File: config.mk
export PLATFORM = sky130hd
export DESIGN_NAME = imem_loader
export DESIGN_NICKNAME = d
export VERILOG_FILES = /design/src/rtl/imem_loader_pkg.sv /design/src/rtl/imem_loader_packer.sv /design/src/rtl/imem_loader.sv
export SDC_FILE = /design/constraint.sdc
export NUM_CORES = 1
export LEC_CHECK = 0
export CELL_PAD_IN_SITES_DETAIL_PLACEMENT = 1
export CELL_PAD_IN_SITES_GLOBAL_PLACEMENT = 1
export CORE_UTILIZATION = 43
export CTS_CLUSTER_SIZE = 24
export DETAILED_ROUTE_END_ITERATION = 16
export PLACE_DENSITY = 0.9
export SLEW_MARGIN = 0
export SYNTH_ARGS = -nofsm -noshare
export SYNTH_HDL_FRONTEND = slang
export SYNTH_SLANG_ARGS = --single-unit
export TNS_END_PERCENT = 5
File: constraint.sdc
create_clock -name clk -period 6.2 [get_ports clk]
set_input_delay 1.24 -clock clk [delete_from_list [all_inputs] [get_ports clk]]
set_output_delay 1.24 -clock clk [all_outputs]
set_load 0.02 [all_outputs]
File: src/rtl/imem_loader_pkg.sv
// Shared definitions for the instruction-memory loader.
//   state_t        : loader FSM states
//   BYTES_PER_WORD : stream bytes per 32-bit instruction word
//   IDX_W          : width of the byte-within-word index
//   csum_step      : one step of the XOR-8 frame checksum
package imem_loader_pkg;

    typedef enum logic [2:0] {
        IDLE,
        COUNT,
        DATA,
        CSUM,
        FIN
    } state_t;

    localparam int BYTES_PER_WORD = 4;
    localparam int IDX_W          = 2;

    function automatic logic [7:0] csum_step(input logic [7:0] acc, input logic [7:0] b);
        return acc ^ b;
    endfunction

endpackage

File: src/rtl/imem_loader_packer.sv
// Byte-to-word packer: shifts accepted bytes MSB-first into a 32-bit word and
// pulses word_valid the cycle after the fourth byte of a word arrives.
// Ports:
//   clk, rst         : clock, synchronous active-low reset
//   clear            : restart at byte 0 of a word (frame start)
//   byte_valid       : a data byte is accepted this cycle
//   byte_data        : the accepted byte
//   word             : assembled word (holds the completed word while word_valid)
//   word_valid       : one-cycle pulse, word holds a complete instruction
//   last             : the next accepted byte completes a word
module imem_loader_packer
    import imem_loader_pkg::*;
(
    input  logic        clk,
    input  logic        rst,
    input  logic        clear,
    input  logic        byte_valid,
    input  logic [7:0]  byte_data,
    output logic [31:0] word,
    output logic        word_valid,
    output logic        last
);

    logic [IDX_W-1:0] idx;

    assign last = (idx == IDX_W'(BYTES_PER_WORD - 1));

    always_ff @(posedge clk) begin
        if (!rst) begin
            idx        <= '0;
            word       <= '0;
            word_valid <= 1'b0;
        end else begin
            word_valid <= 1'b0;
            if (clear) begin
                idx <= '0;
            end else if (byte_valid) begin
                word       <= {word[23:0], byte_data};
                idx        <= idx + IDX_W'(1);   // wraps after the fourth byte
                word_valid <= last;
            end
        end
    end

endmodule

File: src/rtl/imem_loader.sv
// Framed byte-stream loader for the instruction memory.
// Frame: count N, 4N data bytes (MSB first per word), XOR-8 checksum byte.
// Ports:
//   clk, rst            : clock, synchronous active-low reset
//   start               : one-cycle pulse, begins a frame when idle
//   in_valid/in_data    : byte source
//   in_ready            : loader accepts a byte this cycle (state decode only)
//   mem_we/addr/wdata   : instruction-memory write port, one strobe per word
//   busy                : frame in progress (CPU hold)
//   done                : one-cycle pulse, frame loaded with good checksum
//   err                 : sticky error, cleared by the next accepted start
module imem_loader
    import imem_loader_pkg::*;
#(
    parameter int DEPTH  = 32,
    parameter int ADDR_W = (DEPTH > 1) ? $clog2(DEPTH) : 1
) (
    input  logic              clk,
    input  logic              rst,
    input  logic              start,
    input  logic              in_valid,
    input  logic [7:0]        in_data,
    output logic              in_ready,
    output logic              mem_we,
    output logic [ADDR_W-1:0] mem_addr,
    output logic [31:0]       mem_wdata,
    output logic              busy,
    output logic              done,
    output logic              err
);

    state_t            state;
    logic [7:0]        n_words;
    logic [7:0]        word_cnt;
    logic [7:0]        csum;
    logic [ADDR_W-1:0] addr;
    logic              accept;
    logic              word_last;

    assign accept   = in_valid && in_ready;
    assign mem_addr = addr;

    imem_loader_packer u_packer (
        .clk        (clk),
        .rst        (rst),
        .clear      ((state == IDLE) && start),
        .byte_valid (accept && (state == DATA)),
        .byte_data  (in_data),
        .word       (mem_wdata),
        .word_valid (mem_we),
        .last       (word_last)
    );

    always_ff @(posedge clk) begin
        if (!rst) begin
            state    <= IDLE;
            in_ready <= 1'b0;
            busy     <= 1'b0;
            done     <= 1'b0;
            err      <= 1'b0;
            addr     <= '0;
            n_words  <= '0;
            word_cnt <= '0;
            csum     <= '0;
        end else begin
            done <= 1'b0;
            // Address advances after each write strobe; the frame-start
            // clear below takes priority.
            if (mem_we) begin
                addr <= addr + ADDR_W'(1);
            end
            case (state)
                IDLE: begin
                    if (start) begin
                        state    <= COUNT;
                        in_ready <= 1'b1;
                        busy     <= 1'b1;
                        err      <= 1'b0;
                        addr     <= '0;
                        csum     <= '0;
                        word_cnt <= '0;
                    end
                end
                COUNT: begin
                    if (accept) begin
                        if (in_data == 8'd0 || {1'b0, in_data} > 9'(DEPTH)) begin
                            err      <= 1'b1;
                            state    <= IDLE;
                            in_ready <= 1'b0;
                            busy     <= 1'b0;
                        end else begin
                            n_words <= in_data;
                            state   <= DATA;
                        end
                    end
                end
                DATA: begin
                    if (accept) begin
                        csum <= csum_step(csum, in_data);
                        if (word_last) begin
                            word_cnt <= word_cnt + 8'd1;
                            // CSUM is entered in the same cycle the last word is written.
                            if (word_cnt + 8'd1 == n_words) begin
                                state <= CSUM;
                            end
                        end
                    end
                end
                CSUM: begin
                    if (accept) begin
                        in_ready <= 1'b0;
                        if (in_data == csum) begin
                            state <= FIN;
                            done  <= 1'b1;
                        end else begin
                            err   <= 1'b1;
                            state <= IDLE;
                            busy  <= 1'b0;
                        end
                    end
                end
                FIN: begin
                    state <= IDLE;
                    busy  <= 1'b0;
                end
                default: begin
                    state    <= IDLE;
                    in_ready <= 1'b0;
                    busy     <= 1'b0;
                end
            endcase
        end
    end

endmodule

==> insert_results.sql, run 1 <==
INSERT INTO impl_metrics (metric_group, metric, value, unit) VALUES
('critical_path', 'reg2reg_slack', '3.00', 'ns'),
('global_route', 'grt_antenna_before_repair', '0', ''),
('placed_design', 'gpl.final_weighted_congestion', '0.795', ''),
('layout', 'final_common_cell', 'nand2_1', ''),
('yosys', 'synth_enable_flop_cells', '0', ''),
('cts', 'ctsRootBufferMaster', 'clkbuf_8', ''),
('floorplanning', 'full_die_area', '7940', 'um2'),
('routing', 'first_iter_violations', '129', ''),
('sta', 'maxSlewHeadroom', '20.9', '%'),
('layout', 'antenna-diode-count', '0', ''),
('power', 'ir_drop_worst_vdd', '0.184', 'mV'),
('sta', 'fin_tns_setup', '0', 'ns'),
('critical_path', 'r2r-end', 'csum[5]', ''),
('routing', 'drt_first_pass_iters', '4', ''),
('layout', 'layout.cells.most_common_list', 'nand2_1 (74), dfxtp_1 (71), clkdlybuf4s50_1 (53)', ''),
('sta', 'final-setup-viol-count', '0', ''),
('outcome', 'outcome', 'complete, no violations', ''),
('yosys', 'ys.flop_type', 'dfxtp_1', ''),
('layout', 'fin_area', '4070', 'um2'),
('cts', 'post-cts-setup-buffer-count', '0', ''),
('cts', 'cts-buffers-inserted', '9', ''),
('layout', 'layout.cells.non_filler', '525', ''),
('routing', 'route.antenna.remaining_nets', '0', ''),
('yosys', 'async_reset_ff_share', '0', '%'),
('yosys', 'postSynthRegisterBits', '71', ''),
('yosys', 'syn_nets', '394', ''),
('global_route', 'number_of_global_route_vias_before_repair', '3008', ''),
('cts', 'htree_num_levels', '3', ''),
('sta', 'post-route-worst-setup-slack', '2.76', 'ns'),
('global_route', 'grt_start_max_net_pins', '34', ''),
('global_route', 'grt_remaining_overflow', '0', ''),
('yosys', 'synthDominantAreaCellType', 'dfxtp_1', ''),
('floorplanning', 'std_cell_rows', '31', ''),
('critical_path', 'worst_ep_required_time', '6.44', 'ns'),
('placed_design', 'port-buffer-count', '53', ''),
('sta', 'clock-skew-final', '0.00686', 'ns'),
('routing', 'drt_wl_total', '9010', 'um'),
('layout', 'layout_net_count', '436', ''),
('layout', 'area.growth.synth_to_final', '24.8', '%'),
('power', 'cellLeakagePower', '1.35', 'nW'),
('critical_path', 'setup.worst_path.class', 'input port to flip-flop', ''),
('routing', 'route.detailed.wl_per_inst', '17.2', 'um'),
('placed_design', 'dp_cells', '509', ''),
('cts', 'cts-resized-gates', '0', ''),
('floorplanning', 'die-height', '89.1', 'um'),
('floorplanning', 'num_io_pins', '54', ''),
('job', 'max_cap_violations', '0', ''),
('placed_design', 'place_area', '3820', 'um2'),
('sta', 'timing.final.max_slew_violations', '0', ''),
('cts', 'clk_pin_slew_worst_paths', '0.08', 'ns'),
('routing', 'route.vias.total', '2886', ''),
('critical_path', 'critPathMaxFanout', '9', ''),
('global_route', 'global_route.usage.total', '25.0', '%'),
('power', 'powerDensity', '237', 'nW/um2'),
('floorplanning', 'initial_core_util', '44.7', '%'),
('cts', 'clock_insertion_delay_worst_skew', '0.35', 'ns'),
('routing', 'post_dr_vias_cell', '5.50', ''),
('floorplanning', 'die_width', '89.1', 'um'),
('cts', 'cts_tree', 'done', ''),
('yosys', 'number_of_distinct_library_cell_variants_in_the_gate_level_netlist_after_synthesis', '45', ''),
('yosys', 'synth_cells', '379', ''),
('sta', 'fin_crit_sh', '55.4', '%'),
('cts', 'hold_buffers', '0', ''),
('yosys', 'post_synth_instance_area', '3260', 'um2'),
('cts', 'cts_num_sinks', '71', ''),
('sta', 'shortest_clock_period_the_worst_path_allows_after_layout', '3.44', 'ns'),
('sta', 'fin_worst_hold_slack', '0.467', 'ns'),
('placed_design', 'dpl_worst_slack', '2.43', 'ns'),
('critical_path', 'worstSetupEndpointType', 'flip-flop', ''),
('sta', 'hold_viol', '0', ''),
('routing', 'drcViolationCount', '0', '');
==> routing by layer <==
layer | GRT usage, % | wire length, um
met5 | 0 | 0
met3 | 3.97 | 292
met4 | 10.1 | 175
met1 | 31.3 | 4060
met2 | 43.0 | 4480
==> cell families (layout without fill, tap and decap cells) <==
kind of cell    count (synthesis)  in the layout  share of synthesized area [%]
compound gates                 86             86                           18.9
simple gates                  163            163                           24.7
xor+xnor                       22             22                           5.91
flops                          71             71                           43.6
mux                             7              7                           2.15
buf+inv                        27             74                           3.57
fa+ha+maj                       3              3                           1.15
==> how the worst min path moves through the flow <==
stage | from | to | slack, ns | cells past startpoint
global route | u_packer.word[24] | u_packer.word[24] | 0.50 | 2
global placement | u_packer.idx[1] | u_packer.idx[1] | 0.45 | 2
finish | u_packer.word[30] | u_packer.word[30] | 0.47 | 2
floorplan | u_packer.idx[1] | u_packer.idx[1] | 0.44 | 2
CTS | u_packer.word[30] | u_packer.word[30] | 0.47 | 2
detailed placement | u_packer.word[30] | u_packer.word[30] | 0.46 | 2
==> power by group <==
group | total (mW) | internal, mW | switching (mW)
sequential | 0.463 | 0.458 | 0.00485
clock | 0.452 | 0.268 | 0.183
combinational | 0.0495 | 0.0232 | 0.0263
==> metrics by stage <==
stage | power, mW | utilization [%]
CTS | 0.968 | 55.8
detailed placement | 0.523 | 52.5
finish | 0.964 | 55.8
global placement | 0.522 | 52.5
global route | 0.995 | 55.8
floorplan | 0.500 | -
==> worst max-delay path: stages <==
cell             delay (ns)
clkdlybuf4s50_1        0.50
or4_1                  0.57
or3_4                  0.41
a211oi_4               0.54
mux2i_1                0.33
nor2b_1                0.08
==> area by class of cell <==
type / count / area [um2]
clock buffers: 9 / 124
flip-flops and latches: 71 / 1420
inverters: 3 / 11.3
multi-input cells: 281 / 1720
well taps: 99 / 124
clock inverters: 7 / 120
repair buffers: 55 / 546
fillers: 885 / 3220
==> flip-flops by register name (all words and copies together) (netlist names) <==
| name | cells |
|---|---|
| u_packer.word | 32 |
| mem_addr | 5 |
| n_words | 8 |
| u_packer.word_valid | 1 |
| word_cnt | 8 |
| err | 1 |
| done | 1 |
| csum | 8 |
| busy | 1 |
| u_packer.idx | 2 |
| in_ready | 1 |
| state | 3 |
==> cells in the mapped netlist (2+ instances only) <==
master and n:
a31oi_1 5, or2_2 5, mux2i_1 7, ha_1 3, a31o_2 4, inv_1 3, clkbuf_1 16, nand2b_1 5
and4_1 3, dfxtp_1 71, o21ai_0 18, o221a_2 4, nand3_1 9, nor4b_1 2, and2_1 3, nand4_1 7
or3_1 2, nand2_1 74, xnor2_1 14, a21oi_1 8, and3_1 6, nor3_1 5, nor2_1 18, buf_2 6
xor2_1 8, a21boi_0 39, nor2b_1 16
(Power assumes the default switching activity.)
==> inputs of run 2 (changes only) <==
- CORE_UTILIZATION: 43 -> 36
- PLACE_DENSITY: 0.9 -> 0.81
- clock period: 6.2 -> 3.15 ns (I/O delays scaled with it)
==> insert_results.sql, run 2 (same netlist as run 1, synthesis figures left out) <==
INSERT INTO impl_metrics (metric_group, metric, value, unit) VALUES
('floorplanning', 'die-height', '97.2', 'um'),
('layout', 'layout.cells.most_common_list', 'nand2_1 (74), dfxtp_1 (71), clkdlybuf4s50_1 (53)', ''),
('placed_design', 'dp_cells', '530', ''),
('cts', 'hold_buffers', '0', ''),
('power', 'ir_drop_worst_vdd', '0.302', 'mV'),
('routing', 'first_iter_violations', '85', ''),
('layout', 'area.growth.synth_to_final', '26.6', '%'),
('cts', 'ctsRootBufferMaster', 'clkbuf_8', ''),
('critical_path', 'worstPathArrival', '3.01', 'ns'),
('critical_path', 'timing.reg2reg.worst_path_depth', '6', ''),
('routing', 'post_dr_vias_cell', '5.20', ''),
('layout', 'layout.cells.non_filler', '546', ''),
('power', 'powerDensity', '420', 'nW/um2'),
('worst_hold_path', 'hold_start', 'u_packer.word[28]', ''),
('cts', 'clk_pin_slew_worst_paths', '0.07', 'ns'),
('routing', 'drt_first_pass_iters', '5', ''),
('global_route', 'grt_antenna_before_repair', '0', ''),
('critical_path', 'critPathMaxFanout', '3', ''),
('cts', 'cts_tree', 'done', ''),
('job', 'max_cap_violations', '0', ''),
('sta', 'fin_tns_setup', '0', 'ns'),
('cts', 'cts-buffers-inserted', '9', ''),
('floorplanning', 'num_io_pins', '54', ''),
('critical_path', 'worstSetupEndpointType', 'flip-flop', ''),
('placed_design', 'dp_hpwl', '6400', 'um'),
('critical_path', 'cp-start-kind', 'input port', ''),
('critical_path', 'setup.worst_path.class', 'input port to flip-flop', ''),
('critical_path', 'worst_ep_required_time', '3.43', 'ns'),
('sta', 'maxSlewHeadroom', '46.0', '%'),
('cts', 'cts_num_sinks', '71', ''),
('cts', 'cts-resized-gates', '0', ''),
('layout', 'number_of_flip_flops_under_the_largest_register_name', '32', ''),
('critical_path', 'reg2reg_slack', '0.95', 'ns'),
('floorplanning', 'initial_core_util', '37.2', '%'),
('sta', 'fmax', '367', 'MHz'),
('routing', 'drt_wl_total', '8970', 'um'),
('layout', 'layout.core_utilization', '47.1', '%'),
('critical_path', 'worst_setup_path_startpoint', 'in_data[3]', ''),
('placed_design', 'port-buffer-count', '53', ''),
('layout', 'top_register', 'u_packer.word', ''),
('layout', 'sequential_cell_area', '1420', 'um2'),
('global_route', 'number_of_global_route_vias_before_repair', '2980', ''),
('floorplanning', 'std_cell_rows', '34', ''),
('sta', 'worst_pin_slew', '0.806', 'ns'),
('routing', 'wirelength_met1', '4040', 'um'),
('layout', 'layout_net_count', '448', ''),
('floorplanning', 'die_width', '97.2', 'um'),
('routing', 'drcViolationCount', '0', ''),
('layout', 'fill_cells', '1049', ''),
('global_route', 'grt_remaining_overflow', '0', ''),
('critical_path', 'timing.rr.start', 'state[0]', ''),
('worst_hold_path', 'hold_path.class', 'flip-flop to flip-flop', ''),
('sta', 'grt_setup_unrepaired', 'no', ''),
('layout', 'multiInputGateArea', '1720', 'um2'),
('sta', 'timing.final.max_slew_violations', '0', ''),
('global_route', 'grt_start_max_net_pins', '61', ''),
('sta', 'shortest_clock_period_the_worst_path_allows_after_layout', '2.73', 'ns'),
('critical_path', 'timing.critical_path.to', 'err', ''),
('routing', 'route.vias.total', '2837', ''),
('cts', 'clock_insertion_delay_worst_skew', '0.34', 'ns'),
('global_route', 'global_route_wire_length_before_repair', '15000', 'um'),
('routing', 'route.antenna.remaining_nets', '0', ''),
('routing', 'route.met2.wl', '4570', 'um'),
('routing', 'met3RoutedLength', '289', 'um'),
('sta', 'post-route-worst-setup-slack', '0.423', 'ns'),
('sta', 'final-setup-viol-count', '0', ''),
('layout', 'layout-drive-gt1-share', '10.5', '%'),
('power', 'cellLeakagePower', '1.39', 'nW'),
('critical_path', 'r2r-end', 'csum[5]', ''),
('placed_design', 'dpl_worst_slack', '0.131', 'ns'),
('floorplanning', 'floorplan.core_area', '8760', 'um2'),
('sta', 'fin_crit_sh', '86.6', '%'),
('sta', 'clock-skew-final', '0.00677', 'ns'),
('sta', 'hold_viol', '0', ''),
('routing', 'dr.max_layer_used', 'met4', ''),
('placed_design', 'gpl.final_weighted_congestion', '0.829', ''),
('cts', 'htree_num_levels', '3', ''),
('global_route', 'global_route.usage.total', '19.7', '%'),
('floorplanning', 'full_die_area', '9440', 'um2'),
('outcome', 'outcome', 'complete, no violations', ''),
('routing', 'route.detailed.wl_per_inst', '16.4', 'um'),
('layout', 'antenna-diode-count', '0', ''),
('cts', 'post-cts-setup-buffer-count', '0', ''),
('cts', 'ctsLongestPathBuffers', '2', ''),
('layout', 'final_common_cell', 'nand2_1', '');
[run 2: changes by cell type in the layout (fill, tap and decap cells not counted), sizes merged]
cell,change
buf,+12
clkbuf,+3
bufinv,-2
clkinv,+1
clkinvlp,-1
inv,-1
[run 2: critical path, stage by stage]
cell and delay [ns]:
clkdlybuf4s50_1 0.41, or4_1 0.54, o21ai_0 0.49, nand4_1 0.21, a2111oi_0 0.53, o21ba_2 0.19
[run 2: report_power, final]
part,total [mW],switching (mW),internal (mW)
logic,0.105,0.0544,0.0510
registers,0.912,0.0101,0.902
clock network,0.717,0.332,0.384
[run 2: worst min-delay path by stage]
| stage | endpoint | slack (ns) | depth (start not counted) |
|---|---|---|---|
| after floorplan | u_packer.idx[1] | 0.44 | 2 |
| after global placement | u_packer.idx[1] | 0.45 | 2 |
| after detailed placement | u_packer.idx[1] | 0.46 | 2 |
| after CTS | u_packer.idx[1] | 0.47 | 2 |
| after global routing | u_packer.idx[1] | 0.48 | 2 |
| final | u_packer.word[28] | 0.47 | 2 |
[run 2: per-stage QoR]
step	hold slack [ns]	instance area [um2]	power, mW
6_report	0.468	4130	1.73
5_1_grt	0.479	4130	1.80
4_1_cts	0.467	4130	1.75
3_5_place_dp	0.456	3940	1.04
3_3_place_gp	0.447	3940	1.03
2_1_floorplan	0.440	3260	0.984
[run 2: area by class of cell]
| class | count | share of cell area, % |
|---|---|---|
| Inverter | 3 | 0.273 |
| Clock buffer | 12 | 3.52 |
| Sequential cell | 71 | 34.4 |
| Multi-Input combinational cell | 281 | 41.7 |
| Tap cell | 108 | 3.27 |
| Clock inverter | 4 | 1.09 |
| Timing Repair Buffer | 67 | 15.7 |
[run 2: metal layers]
| layer | GRT usage, % | vias to the layer above |
|---|---|---|
| li1 | - | 1413 |
| met1 | 23.5 | 1366 |
| met2 | 35.2 | 52 |
| met3 | 5.04 | 6 |
| met4 | 4.59 | 0 |
| met5 | 0 | - |
